**src/rtl/rx_ltssm_pkg.sv**
```systemverilog
// Shared RX LTSSM definitions: symbol IDs, sync headers, ordered-set type codes
// and the block assembler state encoding.
`default_nettype none

package rx_ltssm_pkg;

  localparam logic [7:0] TS1_ID = 8'h1E;
  localparam logic [7:0] TS2_ID = 8'h2D;
  localparam logic [7:0] SKP_ID = 8'hAA;
  localparam logic [7:0] PAD    = 8'hF7;

  localparam logic [1:0] SH_OS   = 2'b01;
  localparam logic [1:0] SH_DATA = 2'b10;

  localparam logic [1:0] OS_TS1   = 2'd0;
  localparam logic [1:0] OS_TS2   = 2'd1;
  localparam logic [1:0] OS_SKP   = 2'd2;
  localparam logic [1:0] OS_OTHER = 2'd3;

  typedef enum logic [1:0] {
    ASM_IDLE       = 2'd0,
    ASM_COLLECT_OS = 2'd1,
    ASM_SKIP_DATA  = 2'd2
  } asm_state_t;

endpackage

`default_nettype wire

```
**src/rtl/os_type_decode.sv**
```systemverilog
// Combinational ordered-set classifier keyed on symbol 0 of a block.
`default_nettype none

module os_type_decode
  import rx_ltssm_pkg::*;
(
  input  logic [7:0] sym0,
  output logic [1:0] os_type
);

  always_comb begin
    case (sym0)
      TS1_ID:  os_type = OS_TS1;
      TS2_ID:  os_type = OS_TS2;
      SKP_ID:  os_type = OS_SKP;
      default: os_type = OS_OTHER;
    endcase
  end

endmodule

`default_nettype wire

```
**src/rtl/os_block_assembler.sv**
```systemverilog
// Per-lane 128b/130b block assembler: gathers symbol beats into 16-symbol blocks,
// forwards ordered sets with a one-cycle valid pulse and flags framing faults.
`default_nettype none

module os_block_assembler
  import rx_ltssm_pkg::*;
#(
  parameter int DATAWIDTH = 32,
  parameter int TSONLY    = 1
) (
  input  logic                 clk,
  input  logic                 reset,
  input  logic [DATAWIDTH-1:0] data_in,
  input  logic                 data_valid,
  input  logic                 block_start,
  input  logic [1:0]           sync_header,
  output logic [127:0]         orderedset,
  output logic                 orderedset_valid,
  output logic [1:0]           os_type,
  output logic                 framing_error
);

  localparam int BEATS = 128 / DATAWIDTH;
  localparam int CW    = (BEATS > 1) ? $clog2(BEATS) : 1;
  localparam logic [CW-1:0] LAST_BEAT = CW'(BEATS - 1);

  asm_state_t state, state_next;
  logic [CW-1:0] cnt, cnt_next, store_idx;
  logic          store, complete, err_next, forward;

  // The final beat is never stored: it is merged straight into the output word.
  logic [128-DATAWIDTH-1:0] blk;
  logic [127:0]             full_block;
  logic [1:0]               decoded_type;

  assign full_block = {data_in, blk};

  os_type_decode u_decode (
    .sym0    (full_block[7:0]),
    .os_type (decoded_type)
  );

  assign forward = complete && ((TSONLY == 0) || (decoded_type <= OS_TS2));

  always_ff @(posedge clk or negedge reset) begin
    if (!reset) begin
      state <= ASM_IDLE;
      cnt   <= '0;
    end else begin
      state <= state_next;
      cnt   <= cnt_next;
    end
  end

  always_comb begin
    state_next = state;
    cnt_next   = cnt;
    store      = 1'b0;
    store_idx  = cnt;
    complete   = 1'b0;
    err_next   = 1'b0;
    if (data_valid) begin
      if (block_start) begin
        // A start mid-block aborts the old block and is taken as a fresh start.
        err_next  = (state != ASM_IDLE);
        store_idx = '0;
        cnt_next  = CW'(1);
        case (sync_header)
          SH_OS: begin
            state_next = ASM_COLLECT_OS;
            store      = 1'b1;
          end
          SH_DATA: state_next = ASM_SKIP_DATA;
          default: begin
            state_next = ASM_IDLE;
            cnt_next   = '0;
            err_next   = 1'b1;
          end
        endcase
      end else begin
        case (state)
          ASM_COLLECT_OS: begin
            if (cnt == LAST_BEAT) begin
              complete   = 1'b1;
              state_next = ASM_IDLE;
              cnt_next   = '0;
            end else begin
              store    = 1'b1;
              cnt_next = cnt + 1'b1;
            end
          end
          ASM_SKIP_DATA: begin
            if (cnt == LAST_BEAT) begin
              state_next = ASM_IDLE;
              cnt_next   = '0;
            end else begin
              cnt_next = cnt + 1'b1;
            end
          end
          default: begin
            state_next = ASM_IDLE;
            err_next   = 1'b1;
          end
        endcase
      end
    end
  end

  always_ff @(posedge clk or negedge reset) begin
    if (!reset) begin
      blk <= '0;
    end else if (store) begin
      for (int b = 0; b < BEATS - 1; b++) begin
        if (store_idx == CW'(b)) begin
          blk[b*DATAWIDTH +: DATAWIDTH] <= data_in;
        end
      end
    end
  end

  always_ff @(posedge clk or negedge reset) begin
    if (!reset) begin
      orderedset       <= '0;
      orderedset_valid <= 1'b0;
      os_type          <= OS_TS1;
      framing_error    <= 1'b0;
    end else begin
      orderedset_valid <= forward;
      framing_error    <= err_next;
      if (forward) begin
        orderedset <= full_block;
        os_type    <= decoded_type;
      end
    end
  end

endmodule

`default_nettype wire

```
**config.mk**
```make
export PLATFORM = sky130hd
export DESIGN_NAME = os_block_assembler
export DESIGN_NICKNAME = d
export VERILOG_FILES = /design/src/rtl/rx_ltssm_pkg.sv /design/src/rtl/os_type_decode.sv /design/src/rtl/os_block_assembler.sv
export SDC_FILE = /design/constraint.sdc
export NUM_CORES = 1
export LEC_CHECK = 0
export ABC_AREA = 1
export BUFFER_PORTS_ARGS = -buffer_cell sky130_fd_sc_hd__buf_2
export CORE_MARGIN = 4
export CORE_UTILIZATION = 56
export CTS_CLUSTER_DIAMETER = 150
export DETAILED_ROUTE_END_ITERATION = 10
export GPL_ROUTABILITY_DRIVEN = 0
export GPL_TIMING_DRIVEN = 0
export PLACE_DENSITY = 0.82
export SYNTH_ARGS = -nofsm -noshare
export SYNTH_HDL_FRONTEND = slang
export SYNTH_SLANG_ARGS = --single-unit
export TNS_END_PERCENT = 10
```
**constraint.sdc**
```tcl
create_clock -name clk -period 2.17 [get_ports clk]
set_clock_uncertainty 0.15 [all_clocks]
set_input_delay 0.1085 -clock clk [delete_from_list [all_inputs] [get_ports clk]]
set_output_delay 0.1085 -clock clk [all_outputs]
set_load 0.05 [all_outputs]
```
# --- Word level (Yosys, flattened, before mapping) ---
# Cells that the tools add are included.
word_totals:
  output_inout_bits: 132
  latchBits: 0
  mem_count: 0
  wordCells: 57
  regBits: 232
  ramBits: 0
  mem_bits_ro: 0
op_classes:
  n_reduce_logical: 11
  n_eq_ne: 11
  add_sub_neg: 1
  n_shift: 0
  n_mul: 0
  bitwise: 0
  div_mod_pow: 0
  muxes: 24
  order_cmp: 1
op_table:
  columns: ["op", "n"]
  rows:
  - ["$mux W2", 8]
  - ["$mux W1", 14]
  - ["$reduce_and A2 Y1", 5]
  - ["$eq A2 B2 Y1 const B", 4]
  - ["$eq A8 B5 Y1 const B", 1]
  - ["$eq A8 B6 Y1 const B", 1]
  - ["$eq A8 B8 Y1 const B", 1]
  - ["$eq A2 B1 Y1 const B", 3]
  - ["$pmux W2 S3", 1]
  - ["$pmux W2 S2", 1]
  - ["$reduce_bool A2 Y1", 2]
  - ["$reduce_or A2 Y1", 2]
  - ["$ne A3 B1 Y1 const B", 1]
  - ["$add A2 B1 Y2 const B", 1]
  - ["$le A2 B1 Y1 const B", 1]
  - ["$logic_not A2 Y1", 1]
  - ["$logic_and A1 B1 Y1", 1]

# --- Logic depth before layout (Yosys ltp) ---
# Gate-level depths: netlist (run 1).
depth:
  depth_word: 6
  mapped_depth: 9
  mapped_depth_nobuf: 7

# --- Hierarchy ---
# Synthesis (run 1) repeated with hierarchy kept, for this count alone.
unflattened:
  cells_unflattened: 1036
  hier_area_um2: 9133.8
by_module_without_submodules:
  columns: ["module", "seq_area_each_um2", "n_inst", "cells_per_inst", "area_each_um2"]
  rows:
  - ["os_block_assembler", 5805.6, 1, 1014, 9041.2]
  - ["os_type_decode", 0.0, 1, 22, 92.6]

# --- Least setup slack after synthesis (run 1) ---
# Ideal clock, no wire load.
synth_path:
  path_kind: "register to register"
  start: "reg cnt[0]"
  end: "reg orderedset[100]"
  setup_slack_ns: 0.451
  setup_ns: 0.119
  synth_period_minus_slack_ns: 1.719
  arrival_ns: 1.450
  stages_incl_launch_ff: 9
  path_cell_list: "dfrtp_1 -> ha_1 -> nand2_1 -> nor2_2 -> nand3_1 -> buf_2 -> buf_2 -> nand2_1 -> nand2_1"
synth_via:
  elab_chain_len: 6
synth_lines:
  columns: ["element", "line_no", "source"]
  rows:
  - ["start, declared", "os_block_assembler.sv:28", "logic [CW-1:0] cnt, cnt_next, store_idx;"]
  - ["start signal, assigned", "os_block_assembler.sv:51", "cnt <= cnt_next;"]
  - ["$eq A2 B2 Y1", "os_block_assembler.sv:83", "if (cnt == LAST_BEAT) begin"]
  - ["$mux W1", "os_block_assembler.sv:83", null]
  - ["$mux W1", "os_block_assembler.sv:81", "case (state)"]
  - ["$mux W1", "os_block_assembler.sv:63", "if (block_start) begin"]
  - ["$mux W1", "os_block_assembler.sv:62", "if (data_valid) begin"]
  - ["$logic_and A1 B1 Y1", "os_block_assembler.sv:43", "assign forward = complete && ((TSONLY == 0) || (decoded_type <= OS_TS2));"]
  - ["end signal, assigned", "os_block_assembler.sv:131", "orderedset <= full_block;"]
  - ["end, declared", "os_block_assembler.sv:17", "output logic [127:0] orderedset,"]
# No other way between the ends.
# A chain may end at the register's enable or synchronous reset.

# --- Final worst setup path (run 1) ---
layout_path:
  start: "reg cnt[0]"
  end: "reg blk[4]"
layout_via:
  elab_chain_len: 6
layout_lines:
  columns: ["element", "line_no", "source"]
  rows:
  - ["$eq A2 B2 Y1", "os_block_assembler.sv:83", null]
  - ["$mux W1", "os_block_assembler.sv:83", null]
  - ["$mux W1", "os_block_assembler.sv:81", null]
  - ["$mux W1", "os_block_assembler.sv:63", null]
  - ["$mux W1", "os_block_assembler.sv:62", null]
  - ["$reduce_and A2 Y1 (no line) (*)", null, null]
  - ["end signal, assigned by index", "os_block_assembler.sv:115", "blk[b*DATAWIDTH +: DATAWIDTH] <= data_in;"]
  - ["end, declared", "os_block_assembler.sv:32", "logic [128-DATAWIDTH-1:0] blk;"]
# Every way passes the cells marked *; elsewhere a longest branch is shown, timed or not.

==> Implementation_results.wiki, run 1 <==
{| class="wikitable"
! Metric !! Value
|-
| Run status || finished clean
|-
| Mean routed wirelength per cell || 18.5 microns
|-
| Routed wire length || 28.3 mm
|-
| Max Cap Viol || 0
|-
| Clock tree from TritonCTS || done
|-
| Largest cells by area after synthesis || dfrtp_1, nand2_1, nand4_1
|-
| Pin slew with the least headroom to its limit || 0.869 ns
|-
| Count of flip-flops with a built-in enable after synthesis || 0
|-
| Synthesized-area fraction occupied by ao, oa, aoi and oai cells || 1.99%
|-
| Post-DRT Antenna Nets || 0
|-
| Post-layout power || 0.0111 W
|-
| Number of antenna violations at the first check in global routing || 0
|-
| Width of the die || 139 microns
|-
| Top cells by instance count after synthesis || nand2_1, dfrtp_1, nand4_1
|-
| Endpoints failing setup || 0
|-
| Area added between synthesis and finish || 25.0%
|-
| Ant. Diodes || 0
|-
| Area fraction of the dominant cell type after synthesis || 60.7%
|-
| Final hold slack || 0.0623 ns
|-
| Final Hold Fails || 0
|-
| Max-slew violation total from the final report || 0
|-
| Fraction of the mapped netlist area in simple logic gates || 30.7%
|-
| Worst Slack Setup Final || 0.0759 ns
|-
| Post-DP HPWL || 18.8 mm
|-
| Endpoint required time on the critical path || 2.44 ns
|-
| Top fanout value on the critical path || 10
|-
| Worst Reg-to-Reg Cells || 7
|-
| Net count after synthesis || 1099
|-
| Maximum clock path buffer count || 3
|-
| Routed via count || 8838
|-
| Xor/xnor cell area share of the yosys netlist || 0%
|-
| Post-synthesis instance total || 1056
|-
| Clock insertion delay at the later pin of the skew report || 0.52 ns
|-
| Die Span Y || 139 microns
|-
| Main combinational cell family by area after synthesis || simple AND/OR/NAND/NOR gates
|-
| Most used flip-flop cell after synthesis || dfrtp_1
|-
| Type of the worst min-delay path || input port to asynchronous set/reset pin
|-
| Total CTS buffers || 24
|-
| First-pass GRT wire length || 46.0 mm
|-
| Count of standard-cell rows || 47
|-
| Pre-CTS worst setup slack || -0.257 ns
|-
| Initial Utilization || 57.4%
|-
| Post-synth design cell area || 9560 sq um
|-
| Number of global-route vias before repair || 8680
|-
| Count of routing violations after the opening detailed-route iteration || 823
|-
| Post-synthesis cell type count || 19
|-
| Number of port buffers || 169
|-
| Largest vdd supply drop || 0.000771 V
|-
| Yosys synthesis warning count || 0
|-
| Clock sink count || 232
|-
| Root Driver || clkbuf_16
|-
| DRC viols || 0
|-
| Static power due to leakage || 6.95 nW
|-
| Final min period || 2.09 ns
|-
| Pin count of the biggest net entering global routing || 123
|-
| Kind of start point of the critical path || flip-flop
|-
| Number of levels the H-tree was split into || 1
|-
| CORE AREA || 16600 sq um
|-
| Per-cell via count in the routed design || 5.78
|-
| Cell area power density || 933 nW/um^2
|-
| Slew headroom || 42.1%
|-
| Floorplan die area || 19200 sq um
|-
| Biggest area consumer among synthesized cells || dfrtp_1
|-
| TritonRoute pass-1 iters || 5
|-
| Library cell with the highest instance count after synthesis || nand2_1
|-
| GRT Total Usage || 29.2%
|-
| Unrepaired setup endpoints after global routing || yes
|-
| Critical Path End Type || flip-flop
|-
| Proportion of register bits with asynchronous set or reset after synthesis || 100%
|-
| Placed Area || 10700 sq um
|-
| #FFs+latches synth || 232
|-
| Global route overflow || 0
|-
| I/O pin cnt || 170
|-
| Fmax achieved || 0.478 GHz
|-
| Mux cell area share after synthesis || 0%
|-
| Mean area per synthesized cell || 9.05 sq um
|-
| Crit share post-route || 96.5%
|-
| Kind of critical path || flip-flop to flip-flop
|-
| Reg clk slew, reported paths || 0.06 ns
|-
| Post-route cell area || 12000 sq um
|-
| Layout cell share with drive strength beyond 1 || 21.2%
|-
| Post-layout net count || 1336
|-
| Adder-Cell Fraction of Synth Area || 0.655%
|-
| Arr. time, crit path || 2.36 ns
|-
| Fraction of the yosys area taken by sequential cells || 60.7%
|}
registers in the layout (all words and copies together), names as in the netlist:
name	flops
orderedset	128
blk	96
state	2
cnt	2
orderedset_valid	1
os_type	2
framing_error	1
area by class of cell:
class                      instances  area (sq um)
clock inverter                     7          87.6
sequential                       232          5810
timing repair buffer             211          1290
clock buffer                      35           723
inverter                          48           180
multi-input combinational        690          3190
tap                              220           275
buffer                            86           397
fill                            1229          4690
routing by layer:
layer  routed length, microns  vias to the layer above  track usage, %
met2                    13300                      484            47.0
met5                        0                        -               0
met1                    11500                     4279            40.1
met4                     1160                        0            11.2
met3                     2320                       86            5.24
li1                         -                     3989               -
where the power goes:
| group | total (W) | internal [W] | switching (W) | leakage [nW] |
|---|---|---|---|---|
| Combinational | 0.00160 | 0.000484 | 0.00112 | 3.41 |
| Sequential | 0.00535 | 0.00495 | 0.000398 | 3.14 |
| Clock | 0.00420 | 0.00254 | 0.00166 | 0.400 |
layout by cell type (no fill, tap or decap), types with 3 or more instances in the layout:
cell type	instances
nand2_1	437
dfrtp_1	230
buf_2	221
nand4_1	188
inv_1	47
dlygate4sd3_1	38
clkbuf_1	30
clkbuf_16	25
o21ai_0	24
o21ai_1	13
nor2_1	9
nand3_1	6
clkbuf_8	6
ha_1	5
buf_4	4
clkinv_2	4
buf_1	3
clkbuf_2	3
what timing repair did:
action	in CTS	in global routing
buffers inserted	3	0
hold buffers	38	0
endpoints found under the setup margin	132	152
gates resized for setup	3	10
pin swaps	1	1
hold endpoints to repair	243	0
through the flow:
step	util, %	setup TNS (ns)	instances
2_1_floorplan	-	0	1056
5_1_grt	71.8	-0.0647	1529
3_5_place_dp	64.4	-24.02	1446
4_1_cts	71.7	0	1529
6_report	71.8	0	1529
3_3_place_gp	64.2	-732.74	1445
kinds of logic after synthesis:
logic type	Yosys count
simple gates	647
flops	232
buf+inv	134
compound gates	38
fa+ha+maj	5
worst paths after layout:
path                                           start                     endpoint  slack (ns)
max in group asynchronous                      reset   orderedset[91]$_DFFE_PN0P_        0.74
min reg2reg                orderedset[2]$_DFFE_PN0P_    orderedset[2]$_DFFE_PN0P_        0.31
min                                            reset  orderedset[101]$_DFFE_PN0P_        0.06
min in group clk                          data_valid           cnt[1]$_DFFE_PN0P_        0.07
max                               cnt[0]$_DFFE_PN0P_           blk[4]$_DFFE_PN0P_        0.08
max reg2reg                       cnt[0]$_DFFE_PN0P_           blk[4]$_DFFE_PN0P_        0.08
worst max-delay path: stages (launching register included):
cell	delay, ns
dfrtp_2	0.45
ha_1	0.26
nor2_1	0.11
nand2_1	0.05
nand2_1	0.15
nand3_2	0.26
clkbuf_1	0.32
o21ai_0	0.25
No activity file was read; power rests on OpenSTA's default activity.
==> inputs of run 2 (changes only) <==
--- a/config.mk
+++ b/config.mk
@@ -5,10 +5,9 @@
 export SDC_FILE = /design/constraint.sdc
 export NUM_CORES = 1
 export LEC_CHECK = 0
-export ABC_AREA = 1
 export BUFFER_PORTS_ARGS = -buffer_cell sky130_fd_sc_hd__buf_2
 export CORE_MARGIN = 4
-export CORE_UTILIZATION = 56
+export CORE_UTILIZATION = 55
 export CTS_CLUSTER_DIAMETER = 150
 export DETAILED_ROUTE_END_ITERATION = 10
 export GPL_ROUTABILITY_DRIVEN = 0
==> run 2 against run 1 <==
  * The run now ends with setup timing left
  * Hold slack better by 0.069 ns
  * Maximum frequency shrank 4.0%
  * Critical path depth did not move
  * Via count is 41% lower
  * Synthesized cell count shrank 51%
  * First-iteration DRC count is 70% lower
  * Power shrank 10%
  * Area after synthesis is 8.6% lower
  * Sequential cell count unchanged
  * Clock-buffer cell count unchanged
  * Sequential power fell by 4.9%
  * Combinational power fell by 47%
==> Implementation_results.wiki, run 2 <==
{| class="wikitable"
! Metric !! Value
|-
| GRT Total Usage || 21.6% (-7.5 points)
|-
| Library cell with the highest instance count after synthesis || dfrtp_1
|-
| Slack of the worst reg-to-reg path || -0.01 ns (-0.09 ns)
|-
| Post-DRT Antenna Nets || 0 (unchanged)
|-
| Largest cells by area after synthesis || dfrtp_1, mux2_2, mux2_1
|-
| Cell area power density || 886 nW/um^2 (-5.1%)
|-
| Net Sw Power || 0.00215 W (-32%)
|-
| Top fanout value on the critical path || 10 (unchanged)
|-
| Biggest registers after layout || orderedset x128, blk x96
|-
| Endpoints failing setup || 8 (+8)
|-
| Pin slew with the least headroom to its limit || 0.819 ns (-0.0504 ns)
|-
| Reg clk slew, reported paths || 0.06 ns (about the same)
|-
| #FFs+latches synth || 232 (unchanged)
|-
| Footprint of the multi-input gates || 2890 sq um (-9.5%)
|-
| Final non-filler cell total || 983 (-36%)
|-
| Launch point of the critical path || state[1]$_DFFE_PN0P_
|-
| I/O pin cnt || 170 (unchanged)
|-
| Number of flip-flops in the largest register || 128 (unchanged)
|-
| Mean routed wirelength per cell || 19.5 microns (+5.5%)
|-
| Global route overflow || 0 (unchanged)
|-
| Worst r2r dst || orderedset[33]$_DFFE_PN0P_
|-
| Count of standard-cell rows || 45 (-4.3%)
|-
| Number of fill cells in the layout || 966 (-21%)
|-
| Number of levels the H-tree was split into || 1 (unchanged)
|-
| Area added between synthesis and finish || 29.7%
|-
| Register Area || 5810 sq um (about the same)
|-
| Number of antenna violations at the first check in global routing || 0 (unchanged)
|-
| Fraction of the yosys area taken by sequential cells || 66.4% (+5.7 points)
|-
| Ant. Diodes || 0 (unchanged)
|-
| Synthesized-area fraction occupied by ao, oa, aoi and oai cells || 1.17% (-0.82 points)
|-
| Pin count of the biggest net entering global routing || 120 (-2.4%)
|-
| Part of the total power dissipated in the clock network || 40.9% (+3.2 points)
|-
| Fraction of the core area covered by cells at the end of the flow || 73.8% (+1.9 points)
|-
| TritonRoute pass-1 iters || 4 (-1)
|-
| Post-synthesis instance total || 520 (-51%)
|-
| Clock insertion delay at the later pin of the skew report || 0.49 ns (-0.03 ns)
|-
| Final min period || 2.18 ns (+0.0864 ns)
|-
| Most used flip-flop cell after synthesis || dfrtp_1
|-
| Kind of critical path || flip-flop to flip-flop
|-
| Floorplan die area || 18000 sq um (-6.5%)
|-
| CORE AREA || 15400 sq um (-7.6%)
|-
| Main combinational cell family by area after synthesis || multiplexers
|-
| Commonest non-fill, non-tap cells in the layout || dfrtp_1, buf_2, mux2_2
|-
| Critical Path End Type || flip-flop
|-
| Layout cell share with drive strength beyond 1 || 51.0% (+30 points)
|-
| Number of global-route vias before repair || 5703 (-34%)
|-
| Final total negative setup slack || -0.0319 ns (-0.0319 ns)
|-
| Number of port buffers || 168 (-0.59%)
|-
| Post-DP HPWL || 12.7 mm (-32%)
|-
| Routed wire length || 19.2 mm (-32%)
|-
| Comb pwr share || 8.4% (-5.9 points)
|-
| Root Driver || clkbuf_16
|-
| Mean area per synthesized cell || 16.8 sq um (+86%)
|-
| Final Hold Fails || 0 (unchanged)
|-
| Arr. time, crit path || 2.40 ns (+0.04 ns)
|-
| Slew headroom || 45.4% (+3.4 points)
|-
| Max Cap Viol || 0 (unchanged)
|-
| Post-synthesis cell type count || 29 (+10)
|-
| Switching fraction of total power || 21.4% (-7.1 points)
|-
| Endpoint required time on the critical path || 2.39 ns (-0.05 ns)
|-
| First-pass GRT wire length || 30.8 mm (-33%)
|-
| Clock tree from TritonCTS || done
|-
| Area fraction of the dominant cell type after synthesis || 66.4% (+5.7 points)
|-
| Violated checks || setup timing
|-
| Largest register by flop count || orderedset
|-
| Run status || complete, but fails checks
|-
| Per-cell via count in the routed design || 5.31 (-8.1%)
|-
| Slowest cell delay on critical path || 0.51 ns (+0.06 ns)
|-
| Max-slew violation total from the final report || 0 (unchanged)
|-
| Kind of start point of the critical path || flip-flop
|-
| Most common cell after layout, fill and taps aside || dfrtp_1
|-
| Net count after synthesis || 563 (-49%)
|-
| Largest vdd supply drop || 0.000570 V (-26%)
|-
| Clock sink count || 232 (unchanged)
|-
| Width of the die || 134 microns (-3.3%)
|-
| Static power due to leakage || 6.31 nW (-9.3%)
|-
| DRC viols || 0 (unchanged)
|-
| Mux cell area share after synthesis || 28.4% (+28 points)
|-
| Slowest CP cell || a2111o_1
|-
| Fraction of the mapped netlist area in simple logic gates || 1.36% (-29 points)
|-
| Total instance count after detailed placement || 900 (-38%)
|-
| Proportion of register bits with asynchronous set or reset after synthesis || 100% (unchanged)
|-
| Chain of cells forming the critical path || inv_2, ha_4, nand3b_1, a2111o_1, buf_6, buf_8, mux2_1
|-
| Worst Slack Setup Final || -0.0105 ns (-0.0864 ns)
|-
| Worst Reg-to-Reg Cells || 7 (unchanged)
|-
| Critical path endpoint || orderedset[33]$_DFFE_PN0P_
|-
| Crit share post-route || 100% (+4.0 points)
|-
| Die Span Y || 134 microns (-3.3%)
|-
| Post-synth design cell area || 8740 sq um (-8.6%)
|-
| Xor/xnor cell area share of the yosys netlist || 0% (unchanged)
|-
| Cell-internal power || 0.00789 W (-1.0%)
|-
| Top cells by instance count after synthesis || dfrtp_1, mux2_2, mux2_1
|-
| Routed via count || 5224 (-41%)
|-
| Maximum clock path buffer count || 3 (unchanged)
|-
| Post-layout net count || 800 (-40%)
|-
| Total CTS buffers || 23 (-4.2%)
|-
| Part of the power in registers || 50.7% (+2.7 points)
|-
| Pre-CTS worst setup slack || -0.265 ns (-0.00885 ns)
|-
| Adder-Cell Fraction of Synth Area || 0.716% (+0.061 points)
|-
| Yosys synthesis warning count || 0 (unchanged)
|-
| Unrepaired setup endpoints after global routing || yes
|-
| Type of the worst min-delay path || input port to asynchronous set/reset pin
|-
| Count of routing violations after the opening detailed-route iteration || 251 (-70%)
|-
| Fmax achieved || 0.459 GHz (-4.0%)
|-
| R2r startpoint || state[1]$_DFFE_PN0P_
|-
| Biggest area consumer among synthesized cells || dfrtp_1
|-
| Initial Utilization || 56.8% (-0.58 points)
|-
| Final hold slack || 0.131 ns (+0.0690 ns)
|-
| Count of flip-flops with a built-in enable after synthesis || 0 (unchanged)
|}
-- run 2: cells by family (layout without fill, tap and decap cells) --
group	count (synthesis)	after routing
adders and majority gates	5	5
DFF	232	232
buffers and inverters	33	285
AOI/OAI and AO/OA	13	13
muxes	220	220
and+or+nand+nor	17	17
-- run 2: metrics by stage --
step,total power [W],cell area (sq um)
2_1_floorplan,0.00559,8740
3_3_place_gp,0.00581,9840
3_5_place_dp,0.00593,9880
4_1_cts,0.0101,11300
5_1_grt,0.0105,11300
6_report,0.0100,11300
-- run 2: how the worst min path moves through the flow --
stage / endpoint / start / cells after the start
2_1_floorplan: blk[0]$_DFFE_PN0P_ / reset / 0
3_3_place_gp: orderedset[109]$_DFFE_PN0P_ / data_in[13] / 2
3_5_place_dp: orderedset[103]$_DFFE_PN0P_ / reset / 1
4_1_cts: orderedset[40]$_DFFE_PN0P_ / reset / 2
5_1_grt: blk[71]$_DFFE_PN0P_ / reset / 2
6_report: orderedset[40]$_DFFE_PN0P_ / reset / 2
-- run 2: area by class of cell --
type,count,area share (%)
Inverter,8,0.265
Clock buffer,35,6.18
Sequential cell,232,51.2
Multi-Input combinational cell,255,25.5
Buffer,24,2.10
Clock inverter,5,0.883
Tap cell,211,2.33
Timing Repair Buffer,213,11.5
-- run 2: power groups by stage --
stage	registers, W	clock network, W	logic, W
after floorplan	0.00507	0	0.000516
after global placement	0.00510	0	0.000710
after detailed placement	0.00516	0	0.000775
after CTS	0.00509	0.00418	0.000856
after global routing	0.00515	0.00438	0.000940
final	0.00509	0.00410	0.000846
-- run 2: timing repair --
| item | in CTS | in global routing |
|---|---|---|
| buffers inserted | 4 | 1 |
| hold buffers | 38 | 0 |
| cloned | 1 | 0 |
| endpoints found under the hold margin | 246 | 0 |
| pin swaps | 1 | 2 |
| endpoints found under the setup margin | 217 | 181 |
| gates resized for setup | 56 | 19 |
-- run 2: critical path, delay by kind of cell (launching register included) --
kind	cells	cell delay, ns
buffers and inverters	3	0.43
AND/OR/NAND/NOR	1	0.13
multiplexers	1	0.32
AO/OA/AOI/OAI	1	0.51
adder cells (fa/ha/maj)	1	0.13
flip-flops	1	0.39
-- run 2: per-layer routing --
metal  share of wire, %  wire [microns]  up-vias  track usage (%)
met5                  0               0        -                0
met1                 42            8060     2723             27.8
met2                 51            9780      144             38.4
met3                5.0             964       35             4.20
li1                   -               -     2322                -
met4                2.0             389        0             5.03
